### src/rtl/uart_pkg.sv
// Shared definitions for blocks that sit in front of the UART transmitter.
package uart_pkg;

  typedef enum logic [1:0] {
    IDLE      = 2'd0,
    ISSUE     = 2'd1,
    WAIT_DONE = 2'd2
  } arb_state_e;

  localparam int BAUD_DIVISOR        = 868;
  localparam int FRAME_BITS          = 11;   // start + 8 data + parity + 1 stop
  localparam int DEFAULT_TIMEOUT_CYC = 12000;

endpackage

### src/rtl/rr_pick.sv
// Combinational round-robin picker: first set request strictly after ptr, wrapping.
module rr_pick #(
  parameter  int N     = 4,
  localparam int IDX_W = (N > 1) ? $clog2(N) : 1
) (
  input  logic [N-1:0]     req,
  input  logic [IDX_W-1:0] ptr,
  output logic             any,
  output logic [N-1:0]     winner,
  output logic [IDX_W-1:0] winner_idx
);

  logic [IDX_W-1:0] cand;

  // NOTE: every output gets a default before the loop, so no path can infer a latch.
  always_comb begin
    any        = 1'b0;
    winner     = '0;
    winner_idx = '0;
    cand       = '0;
    for (int k = 1; k <= N; k++) begin
      cand = IDX_W'((int'(ptr) + k) % N);
      if (!any && req[cand]) begin
        any          = 1'b1;
        winner[cand] = 1'b1;
        winner_idx   = cand;
      end
    end
  end

endmodule

### src/rtl/uart_tx_arbiter.sv
// Round-robin, packet-locked sharing of one UART transmitter among N_REQ byte sources,
// with per-packet frame config and a sticky watchdog on stalled frames.
module uart_tx_arbiter
  import uart_pkg::*;
#(
  parameter int N_REQ       = 4,
  parameter int TIMEOUT_CYC = DEFAULT_TIMEOUT_CYC
) (
  input  logic               clk,
  input  logic               rst_n,
  input  logic [N_REQ-1:0]   req_valid,
  input  logic [8*N_REQ-1:0] req_data,
  input  logic [N_REQ-1:0]   req_last,
  output logic [N_REQ-1:0]   req_ready,
  output logic [N_REQ-1:0]   gnt,
  input  logic               cfg_two_stop,
  input  logic               cfg_odd_parity,
  output logic               tx_valid,
  output logic [7:0]         tx_data,
  output logic               tx_two_stop,
  output logic               tx_odd_parity,
  input  logic               tx_ready,
  input  logic               tx_done,
  output logic               busy,
  output logic               err_timeout,
  input  logic               err_clear
);

  localparam int               IDX_W    = $clog2(N_REQ);
  localparam int               CNT_W    = $clog2(TIMEOUT_CYC);
  localparam logic [CNT_W-1:0] CNT_LAST = CNT_W'(TIMEOUT_CYC - 1);
  localparam logic [CNT_W-1:0] CNT_MAX  = '1;

  arb_state_e       state, state_d;
  logic [IDX_W-1:0] owner, rr_ptr, pick_idx;
  logic [N_REQ-1:0] pick_onehot;
  logic             pick_any;
  logic             start_pkt, accept, release_pkt, timeout_hit;
  logic             last_q;
  logic [CNT_W-1:0] wd_cnt;
  logic [7:0]       req_bytes [N_REQ];

  for (genvar i = 0; i < N_REQ; i++) begin : g_bytes
    assign req_bytes[i] = req_data[8*i +: 8];
  end

  rr_pick #(.N(N_REQ)) u_pick (
    .req        (req_valid),
    .ptr        (rr_ptr),
    .any        (pick_any),
    .winner     (pick_onehot),
    .winner_idx (pick_idx)
  );

  always_comb begin
    state_d     = state;
    start_pkt   = 1'b0;
    accept      = 1'b0;
    release_pkt = 1'b0;
    timeout_hit = 1'b0;
    case (state)
      IDLE: begin
        if (pick_any) begin
          start_pkt = 1'b1;
          state_d   = ISSUE;
        end
      end
      ISSUE: begin
        if (!req_valid[owner]) begin
          release_pkt = 1'b1;
          state_d     = IDLE;
        end else if (tx_ready) begin
          accept  = 1'b1;
          state_d = WAIT_DONE;
        end
      end
      WAIT_DONE: begin
        // A completing frame takes priority over a watchdog expiry in the same cycle.
        if (tx_done) begin
          release_pkt = last_q;
          state_d     = last_q ? IDLE : ISSUE;
        end else if (wd_cnt == CNT_LAST) begin
          timeout_hit = 1'b1;
          release_pkt = 1'b1;
          state_d     = IDLE;
        end
      end
      default: state_d = IDLE;
    endcase
  end

  // NOTE: sequential state uses non-blocking assignments only, so every register samples pre-edge values.
  always_ff @(posedge clk or negedge rst_n) begin
    if (!rst_n) begin
      state         <= IDLE;
      owner         <= '0;
      gnt           <= '0;
      rr_ptr        <= IDX_W'(N_REQ - 1);
      last_q        <= 1'b0;
      wd_cnt        <= '0;
      tx_two_stop   <= 1'b0;
      tx_odd_parity <= 1'b0;
      err_timeout   <= 1'b0;
    end else begin
      state <= state_d;
      if (start_pkt) begin
        owner         <= pick_idx;
        gnt           <= pick_onehot;
        tx_two_stop   <= cfg_two_stop;
        tx_odd_parity <= cfg_odd_parity;
      end
      if (release_pkt) begin
        gnt    <= '0;
        rr_ptr <= owner;
      end
      if (accept) begin
        last_q <= req_last[owner];
        wd_cnt <= '0;
      end else if (state == WAIT_DONE && wd_cnt != CNT_MAX) begin
        wd_cnt <= wd_cnt + 1'b1;
      end
      if (timeout_hit) begin
        err_timeout <= 1'b1;
      end else if (err_clear) begin
        err_timeout <= 1'b0;
      end
    end
  end

  assign busy      = (state != IDLE);
  assign tx_valid  = (state == ISSUE);
  assign tx_data   = tx_valid ? req_bytes[owner] : 8'h00;
  assign req_ready = accept ? gnt : '0;

endmodule

### config.mk
export PLATFORM = sky130hd
export DESIGN_NAME = uart_tx_arbiter
export DESIGN_NICKNAME = d
export VERILOG_FILES = /design/src/rtl/uart_pkg.sv /design/src/rtl/rr_pick.sv /design/src/rtl/uart_tx_arbiter.sv
export SDC_FILE = /design/constraint.sdc
export NUM_CORES = 1
export LEC_CHECK = 0
export ABC_AREA = 1
export BUFFER_PORTS_ARGS = -buffer_cell sky130_fd_sc_hd__buf_2
export CAP_MARGIN = 15
export CELL_PAD_IN_SITES_DETAIL_PLACEMENT = 0
export CELL_PAD_IN_SITES_GLOBAL_PLACEMENT = 1
export CORE_UTILIZATION = 30
export CTS_BUF_LIST = sky130_fd_sc_hd__clkbuf_8
export DETAILED_ROUTE_END_ITERATION = 16
export GPL_ROUTABILITY_DRIVEN = 0
export PLACE_DENSITY_LB_ADDON = 0.1
export SYNTH_ARGS = -nofsm -noshare
export SYNTH_HDL_FRONTEND = slang
export SYNTH_SLANG_ARGS = --single-unit
### constraint.sdc
create_clock -name clk -period 2.19 [get_ports clk]
set_input_delay 0.1095 -clock clk [delete_from_list [all_inputs] [get_ports clk]]
set_output_delay 0.1095 -clock clk [all_outputs]
set_load 0.01 [all_outputs]
==> impl_metrics.csv <==
group,metric,value,unit
grt,grtUsageTotal,0.165,
placed_design,dp_slack,0.127,ns
synth,synthCells,365,
setup_path,r2r_cells,10,
clocking,cts_root_buf,"clkbuf_8",
timing,hold_slack,0.0214,ns
placed_design,numPortBuffers,67,
clocking,htree_levels,1,
timing,slew_headroom,0.551,
final_layout,area_growth,24.1,%
synth,synth_cell_types,29,
clocking,clock_latency,0.28,ns
timing,max_freq,514,MHz
die,die-area,8190,um^2
timing,skew,0.0105,ns
hold_path,hold_path_class,"input pin to flop",
detailed_routing,final_antenna_net_count,0,
die,io_pins,68,
synth,synth_top_cell_by_area,"dfrtp_1",
detailed_routing,post_drt_wl_per_cell,12.2,um
synth,syn_nets,425,
setup_path,reg2reg_slack,0.29,ns
setup_path,worstReg2RegStart,"rr_ptr[0]$_DFFE_PN1P_",
hold_path,min_path_cells,2,
timing,tns,0,ns
placed_design,place_hpwl,5.01,mm
synth,yosys_warnings,0,
timing,setup_ws,0.246,ns
die,core_area,7410,um^2
detailed_routing,dr.pass1.iters,4,
grt,grt_first_pass_wirelength,11.2,mm
setup_path,cp_data_required_time,2.08,ns
clocking,cts.reportedPaths.clkPinSlew,0.11,ns
timing,finalMaxSlewViolations,0,
grt,grt_pass1_vias,2311,
detailed_routing,drc,0,
detailed_routing,wl,6.54,mm
synth,syn-cell-area,2350,um^2
timing,rsz0062_at_grt,"false",
synth,synth_top_area_frac,0.277,
clocking,tritoncts,"yes",
setup_path,worstPathMaxFanout,21,
synth,ys_async_sr_fraction,1.00,
final_layout,fin_util,0.394,
pwr,max-vdd-ir-drop,468,uV
placed_design,dp.cells,531,
synth,synth_common_cells,"nand2_1 (93), nor2_1 (58), nand3_1 (39), inv_1 (37), o21ai_0 (33)",
final_layout,num_antenna_cells,0,
timing,setup_viol,0,
grt,overflow,0,
clocking,cts-buffers-inserted,3,
clocking,cts.sink_count,28,
setup_path,timing.rr.end,"owner[1]$_DFFE_PN0P_",
timing,period_needed,1.94,ns
final_layout,nets,498,
synth,synth_edf_count,0,
synth,synth_most_common_cell,"nand2_1",
timing,tightest_slew,0.674,ns
clocking,post-cts-setup-buffers,0,
setup_path,arrival,1.83,ns
run,maxCapViolCount,0,
synth,ys_seq_area_frac,0.299,
setup_path,worstSetupPathType,"flop to output pin",
die,std_cell_rows,31,
final_layout,layout-drive-gt1-share,0.227,
setup_path,worst_setup_path_end_kind,"output pin",
timing,hold_violations,0,
detailed_routing,drt_iter0_markers,95,
grt,grt_antenna_before_repair,0,
setup_path,startpoint_type,"flop",
die,die_h,90.5,um
die,die_w,90.5,um
clocking,cts_buffer_depth,2,
final_layout,stdcell_area,2920,um^2
die,initial_core_util,0.317,
synth,avgSynthCellArea,6.43,um^2
detailed_routing,vias,2477,
detailed_routing,via_per_inst,4.62,
synth,synthFlopType,"dfrtp_1",
pwr,power,3.26,mW
hold_path,worstHoldStart,"err_clear",
grt,grt_max_degree,29,
placed_design,dpl_cell_area,2820,um^2
timing,fin_crit_sh,0.888,
pwr,p_leak,1.49,nW
synth,synth_seq_cells,28,
hold_path,hold_end,"err_timeout$_DFFE_PN0P_",
synth,synthTopCellsByArea,"dfrtp_1 (28%), nand2_1 (15%), nor2_1 (9.3%)",
pwr,pwr_density_cell,1120,nW/um^2
outcome,status,"complete, no violations",
final_layout,fin_cells,536,
how the worst max path moves through the flow:
stage / from / end / slack [ns]
global route: state[1]$_DFFE_PN0P_ / req_ready[2] / 0.07
finish: state[1]$_DFFE_PN0P_ / req_ready[2] / 0.25
CTS: wd_cnt[0]$_DFFE_PN0P_ / wd_cnt[2]$_DFFE_PN0P_ / 0.11
global placement: wd_cnt[0]$_DFFE_PN0P_ / wd_cnt[2]$_DFFE_PN0P_ / 0.18
floorplan: rr_ptr[0]$_DFFE_PN1P_ / gnt[0]$_DFFE_PN0P_ / 0.32
detailed placement: wd_cnt[0]$_DFFE_PN0P_ / wd_cnt[2]$_DFFE_PN0P_ / 0.13
registers in the layout, summed over array words and instances, names as in the netlist:
| name | cells |
|---|---|
| wd_cnt | 14 |
| gnt | 4 |
| owner | 2 |
| rr_ptr | 2 |
| state | 2 |
| err_timeout | 1 |
| last_q | 1 |
| tx_odd_parity | 1 |
| tx_two_stop | 1 |
cells in the final DEF (no fill, tap or decap), drive strengths merged:
master       count
a21boi           5
a21oi           14
buf             78
bufinv           1
clkbuf           3
clkinv           1
dfrtp           26
dfstp            2
dlygate4sd3      1
ha              13
inv             38
nand2           95
nand3           42
nand3b           1
nand4            7
nor2            62
nor3             4
o21ai           35
o21bai           1
o22ai            1
o32ai            1
or2              1
xor2             5
routing by layer:
metal,share of wire,vias to the layer above,GRT usage
met5,0,-,0
met4,0.0090,0,0.0444
met3,0.059,4,0.0236
li1,-,1319,-
met2,0.41,83,0.253
met1,0.52,1071,0.241
worst max-delay path, cell delays in order (launching register included):
cell and delay, ns:
dfrtp_1 0.44, inv_1 0.10, ha_1 0.21, clkinv_1 0.10, nor2_1 0.14, nand2_1 0.11
buf_4 0.22, nor2_1 0.10, buf_2 0.13
cells by family after synthesis:
family	Yosys count	synth area share
simple gates	212	0.388
compound gates	57	0.132
buf+inv	50	0.0927
flops	28	0.299
fa+ha+maj	13	0.0693
xor+xnor	5	0.0186
where the power goes:
| group | switching, mW | total (mW) | internal [mW] | leakage (nW) |
|---|---|---|---|---|
| logic | 1.36 | 2.09 | 0.730 | 1.09 |
| registers | 0.0947 | 0.748 | 0.653 | 0.367 |
| clock network | 0.179 | 0.424 | 0.245 | 0.0357 |
| total | 1.64 | 3.26 | 1.63 | 1.49 |
area by class of cell:
class | instances | area (um^2)
multi-input cells | 287 | 1440
inverters | 39 | 149
clock buffers | 3 | 41.3
fillers | 808 | 4490
flip-flops and latches | 28 | 703
repair buffers | 79 | 428
well taps | 99 | 124
clock inverters | 1 | 30.0
repair_timing:
item | CTS | global route
hold buffers | 1 | 0
resized for setup | 0 | 4
setup endpoints to repair | 0 | 11
endpoints found under the hold margin | 26 | 0
No activity file was read; power rests on OpenSTA's default activity.
